--- config.mk ---
export PLATFORM = sky130hd
export DESIGN_NAME = pwm_capture_rx
export DESIGN_NICKNAME = d
export VERILOG_FILES = /design/src/rtl/pwm_pkg.sv /design/src/rtl/pwm_capture_rx_sync_edge_det.sv /design/src/rtl/pwm_capture_rx.sv
export SDC_FILE = /design/constraint.sdc
export NUM_CORES = 1
export LEC_CHECK = 0
export BUFFER_PORTS_ARGS = -buffer_cell sky130_fd_sc_hd__buf_2
export CAP_MARGIN = 20
export CORE_MARGIN = 4
export CORE_UTILIZATION = 50
export CTS_CLUSTER_SIZE = 12
export DETAILED_ROUTE_END_ITERATION = 8
export PLACE_DENSITY = 0.71
export SLEW_MARGIN = 0
export SYNTH_ARGS = -nofsm -noshare
export SYNTH_HDL_FRONTEND = slang
export SYNTH_SLANG_ARGS = --single-unit
--- constraint.sdc ---
create_clock -name clk -period 4.4 [get_ports clk]
set_input_delay 0.22 -clock clk [delete_from_list [all_inputs] [get_ports clk]]
set_output_delay 0.22 -clock clk [all_outputs]
set_load 0.005 [all_outputs]
--- src/rtl/pwm_pkg.sv ---
// Shared types and defaults for the PWM capture receiver.
// Optional glitch filter is enabled with PWM_RX_GLITCH_FILTER_EN.
package pwm_pkg;
  typedef enum logic [1:0] {
    IDLE = 2'd0,
    ALTO = 2'd1,
    BAJO = 2'd2
  } state_t;

  localparam int DATA_W_DEF     = 29;
  localparam int TIMEOUT_DEF    = 2_000_000;
  localparam int FILTER_LEN_DEF = 4;
endpackage

--- src/rtl/pwm_capture_rx_sync_edge_det.sv ---
// Input synchronizer, optional glitch filter and edge detection.
// Filter compiled in only when PWM_RX_GLITCH_FILTER_EN is defined.
module sync_edge_det
  import pwm_pkg::*;
#(
  parameter int FILTER_LEN = FILTER_LEN_DEF
) (
  input  logic clk,
  input  logic rst,
  input  logic d_i,
  output logic rise_o,
  output logic fall_o
);
  logic meta_q, s_q;
  logic lvl_d, lvl_q;

  if (FILTER_LEN < 1) begin : g_bad_len
    $error("FILTER_LEN must be at least 1");
  end

  always_ff @(posedge clk or posedge rst) begin
    if (rst) begin
      meta_q <= 1'b0;
      s_q    <= 1'b0;
      lvl_q  <= 1'b0;
    end else begin
      meta_q <= d_i;
      s_q    <= meta_q;
      lvl_q  <= lvl_d;
    end
  end

`ifdef PWM_RX_GLITCH_FILTER_EN
  localparam int CW = $clog2(FILTER_LEN + 1);
  logic [CW-1:0] run_q;

  // run_q counts earlier samples that disagree with the filtered level;
  // the level flips on the FILTER_LEN-th consecutive disagreeing sample.
  always_comb begin
    lvl_d = lvl_q;
    if (s_q != lvl_q && run_q == CW'(FILTER_LEN - 1))
      lvl_d = s_q;
  end

  always_ff @(posedge clk or posedge rst) begin
    if (rst)
      run_q <= '0;
    else if (s_q == lvl_q || lvl_d != lvl_q)
      run_q <= '0;
    else
      run_q <= run_q + 1'b1;
  end
`else
  always_comb lvl_d = s_q;
`endif

  assign rise_o = lvl_d & ~lvl_q;
  assign fall_o = ~lvl_d & lvl_q;
endmodule

--- src/rtl/pwm_capture_rx.sv ---
// PWM capture receiver: recovers high time and period per PWM cycle.
// Define PWM_RX_GLITCH_FILTER_EN to enable the input glitch filter.
module pwm_capture_rx
  import pwm_pkg::*;
#(
  parameter int DATA_W     = DATA_W_DEF,
  parameter int TIMEOUT    = TIMEOUT_DEF,
  parameter int FILTER_LEN = FILTER_LEN_DEF
) (
  input  logic              clk,
  input  logic              rst,
  input  logic              Sennal_Entrada,
  output logic [DATA_W-1:0] Datos,
  output logic [DATA_W-1:0] Periodo,
  output logic              Dato_Valido,
  output logic              Saturado,
  output logic              Sin_Senal
);
  localparam int IW = $clog2(TIMEOUT + 1);

  logic              rise, fall, any_edge, timeout;
  state_t            state_q;
  logic [DATA_W-1:0] hi_q, per_q;
  logic [DATA_W-1:0] hi_d, per_d;
  logic              sat_q;
  logic [IW-1:0]     idle_q;

  sync_edge_det #(
    .FILTER_LEN(FILTER_LEN)
  ) u_sync (
    .clk   (clk),
    .rst   (rst),
    .d_i   (Sennal_Entrada),
    .rise_o(rise),
    .fall_o(fall)
  );

  assign any_edge = rise | fall;
  assign timeout  = !any_edge && idle_q == IW'(TIMEOUT - 1);

  // Saturating increments; hitting all-ones marks the measurement.
  always_comb begin
    hi_d  = (&hi_q)  ? hi_q  : hi_q + 1'b1;
    per_d = (&per_q) ? per_q : per_q + 1'b1;
  end

  always_ff @(posedge clk or posedge rst) begin
    if (rst) begin
      state_q     <= IDLE;
      hi_q        <= '0;
      per_q       <= '0;
      sat_q       <= 1'b0;
      idle_q      <= '0;
      Datos       <= '0;
      Periodo     <= '0;
      Dato_Valido <= 1'b0;
      Saturado    <= 1'b0;
      Sin_Senal   <= 1'b1;
    end else begin
      Dato_Valido <= 1'b0;
      if (any_edge)
        idle_q <= '0;
      else if (idle_q != IW'(TIMEOUT - 1))
        idle_q <= idle_q + 1'b1;

      unique case (state_q)
        IDLE: begin
          if (rise) begin
            state_q   <= ALTO;
            hi_q      <= DATA_W'(1);
            per_q     <= DATA_W'(1);
            sat_q     <= 1'b0;
            Sin_Senal <= 1'b0;
          end
        end
        ALTO: begin
          if (timeout) begin
            state_q   <= IDLE;
            Sin_Senal <= 1'b1;
          end else if (fall) begin
            state_q <= BAJO;
            per_q   <= per_d;
            sat_q   <= sat_q | (&per_d);
          end else begin
            hi_q  <= hi_d;
            per_q <= per_d;
            sat_q <= sat_q | (&hi_d) | (&per_d);
          end
        end
        BAJO: begin
          if (timeout) begin
            state_q   <= IDLE;
            Sin_Senal <= 1'b1;
          end else if (rise) begin
            Datos       <= hi_q;
            Periodo     <= per_q;
            Saturado    <= sat_q;
            Dato_Valido <= 1'b1;
            hi_q        <= DATA_W'(1);
            per_q       <= DATA_W'(1);
            sat_q       <= 1'b0;
            state_q     <= ALTO;
          end else begin
            per_q <= per_d;
            sat_q <= sat_q | (&per_d);
          end
        end
        default: state_q <= IDLE;
      endcase
    end
  end
endmodule

==> metrics <==
Clock Path Buffers=2; CTS H-tree depth=4; Pins Over Slew Limit=0; r2r endpoint=sat_q$_DFFE_PP0P_; maxcap violations=0; area share of xor/xnor cells in the synthesized design=0.0402; Setup TNS=0 ns; RSZ-0062 raised after global routing=false; Initial Utilization=0.513; mean area per synthesized cell=9.41 µm²; ys async rst share=1.00; post-synthesis sequential area ratio=0.466; Setup WS pre-CTS=0.887 ns; Fin Hold WS=-0.00996 ns; ys flop type=dfrtp_1; final setup vio count=0; largest family of logic cells by synthesized area=simple AND/OR/NAND/NOR gates; violated checks=hold timing; Worst-Skew Late Latency=between 0.4 and 0.5 ns; CP Data Arrival Time=3.88 ns; fin crit period=roughly 3.5 ns; VDD IR-drop max=0.361 mV; register bit count reported by yosys=146; vias in the first global route=6104; Adder-Cell Fraction of Synth Area=0.0143; post-synthesis simple-gate area fraction=0.216; chip width=between 100 and 150 µm; antenna fix cells=0; # clock sinks=about 150; R2R cell count=9; clock transition at the registers of the reported paths=0.06 ns; Synth Instances=between 800 and 900; Critical Path RT=4.76 ns; Inst Count DP=1058; leakage=a little under 4 nW; wire per inst=16.6 µm; nature of the critical path startpoint=flip-flop; Layout Nets=879; vias=~6.4k; share of cells above drive strength 1=0.197; HPWL after detailed placement=between 10000 and 15000 µm; # rows=45; area grow syn2layout=13.6%; total power divided by cell area=419 nW/µm²; Post-CTS Setup Inserts=0; CTS Buf Count=17; Synthesized Nets=around 850; f_max=284 MHz; Port Buf Inserts=63; Filler Cell Count=1349; Worst Slack Setup Final=around 0.88 ns; r2r setup slk=0.88 ns; first-pass GRT wire length=a little over 30000 µm; mux share of post-synthesis cell area=0.0799; slew margin rel.=0.366; clk_skew=0.00969 ns; Pre-Repair DR Iteration Count=5; largest net degree at the start of global routing=between 100 and 150; crit path to=sat_q$_DFFE_PP0P_; Least-Margin Pin Slew=0.951 ns; CTS tree=done; status=finished, violations left; drt via density=5.83; Post-synth EDFFs=0; Post-Synthesis Cell Area=7850 µm²; Post-route DRC=0; YS warnings=0; worst-path fanout max=13; worst min-delay path category=in2async; Root Driver=clkbuf_16; ANT nets after route=0; I/O pins=64; die height=133 µm; RePlAce Congestion=0.944; area of the core=around 15000 µm²; Unique masters post-synth=62; die area=17800 µm²; crit share post-route=0.801; GRT Overall Usage=0.211; Reg-to-Reg Start=per_q[0]$_DFFE_PP0P_; Synth Area in Compound Gates=0.140; Final Hold Fails=19; Crit Path Class=reg2reg; CP endpoint kind=flip-flop; initial antenna violation count=0; initial drt markers=575; fin cells=1091; Worst setup startpoint=per_q[0]$_DFFE_PP0P_; drt total wl=18100 µm; gr ovfl total=0
[cell type report]
| cell class | count | area [µm²] | share of cell area |
|---|---|---|---|
| clock buffer | 18 | 429 | 0.0482 |
| sequential | 146 | 3650 | 0.410 |
| timing repair buffer | 72 | 385 | 0.0432 |
| tap | 211 | 264 | 0.0296 |
| multi-input combinational | 614 | 3850 | 0.433 |
| inverter | 16 | 65.1 | 0.00730 |
| clock inverter | 14 | 259 | 0.0291 |
[synth_stat cells, drive strengths merged (2+ instances only)]
cell type | instances | area, µm²
or4 | 7 | 56.3
clkbuf | 39 | 146
buf | 18 | 129
o21ai | 94 | 470
mux2 | 53 | 597
nor4b | 2 | 17.5
a21o | 5 | 37.5
or2 | 3 | 18.8
nor2b | 10 | 62.6
nand4 | 28 | 175
and2 | 19 | 119
or3 | 13 | 83.8
nand2 | 85 | 319
o31ai | 18 | 135
xnor2 | 29 | 254
o311ai | 2 | 17.5
a211oi | 2 | 15.0
ha | 9 | 113
inv | 16 | 60.1
nand3 | 41 | 218
nor4 | 12 | 81.3
o41ai | 4 | 35.0
mux2i | 3 | 30.0
nor3b | 2 | 15.0
dfrtp | 145 | 3630
xor2 | 7 | 61.3
nand2b | 4 | 25.0
a21boi | 6 | 45.0
and4 | 5 | 43.8
and3 | 12 | 76.3
o21bai | 2 | 15.0
a22o | 2 | 17.5
a21oi | 29 | 145
or4b | 2 | 20.0
nor3 | 19 | 100
nand3b | 6 | 48.8
nor2 | 55 | 209
a31oi | 15 | 93.8
[worst min-delay path by stage]
stage | startpoint | to | slack (ns)
2_1_floorplan | Sennal_Entrada | u_sync.meta_q$_DFF_PP0_ | 0.25
3_3_place_gp | Sennal_Entrada | u_sync.meta_q$_DFF_PP0_ | 0.33
3_5_place_dp | Sennal_Entrada | u_sync.meta_q$_DFF_PP0_ | 0.33
4_1_cts | rst | idle_q[7]$_DFFE_PP0N_ | 0.05
5_1_grt | rst | Datos[23]$_DFFE_PP0P_ | 0.07
6_report | rst | Datos[27]$_DFFE_PP0P_ | -0.01
[layer usage]
metal  global-route usage  up-vias  part of all wire
met1                0.294     3089              0.46
met4               0.0583        0             0.013
met2                0.337      180              0.48
met3               0.0461       25             0.048
li1                     -     3067                 -
met5                    0        -                 0
[kinds of logic (layout without fill, tap and decap cells)]
family                   Yosys count  after routing
adder cells (fa/ha/maj)            9              9
multiplexers                      56             56
flip-flops                       146            146
AND/OR/NAND/NOR                  326            326
AO/OA/AOI/OAI                    187            187
buffers and inverters             74            120
XOR/XNOR                          36             36
[worst max-delay path, stage by stage (launching register included)]
cell	delay, ns
dfrtp_1	0.48
ha_1	0.44
nand4_1	0.24
or3_1	0.56
nor3_2	0.38
nand3_1	0.11
a2111oi_0	0.47
nand4_1	0.14
o41ai_1	0.45
a31o_1	0.16
[flip-flops by register name, indices dropped and copies added, names as in the netlist, 2 cells and up]
name	cells
Datos	29
Periodo	29
hi_q	29
idle_q	21
per_q	29
state_q	2
[cells in the final DEF (no fill, tap or decap), drive strengths merged, types with 7 or more instances in the layout]
master	netlist	routed
inv	16	17
bufinv	0	7
nand3	41	41
mux2	53	53
a31oi	15	15
and2	19	19
nor4	12	12
clkbuf	39	18
or3	13	13
nand2	85	85
xor2	7	7
nor2	55	55
o21ai	94	94
a21oi	29	29
nor2b	10	10
or4	7	7
nor3	19	19
nand4	28	28
xnor2	29	29
dfrtp	145	145
buf	18	71
ha	9	9
o31ai	18	18
and3	12	12
[timing repair]
action                     4_1_cts  5_1_grt
hold buffers                     1        0
setup endpoints to repair        0        0
gates resized for setup          0        0
hold endpoints to repair         1        0
[through the flow]
stage / cell area, µm² / total power (W) / utilization / hold slack, ns
after floorplan: 7850 / 0.00189 / - / 0.251
after global routing: 8910 / 0.00391 / 0.582 / 0.0672
final: 8910 / 0.00374 / 0.582 / -0.00996
after CTS: 8910 / 0.00377 / 0.582 / 0.0507
after detailed placement: 8210 / 0.00207 / 0.536 / 0.330
after global placement: 8210 / 0.00207 / 0.536 / 0.329
[power by group]
group / switching [W] / internal, W / leakage, nW
combinational: 0.000403 / 0.000201 / 1.55
sequential: 0.0000585 / 0.00139 / 2.02
clock: 0.000562 / 0.00112 / 0.334
Power figures use the tool's default switching activity.
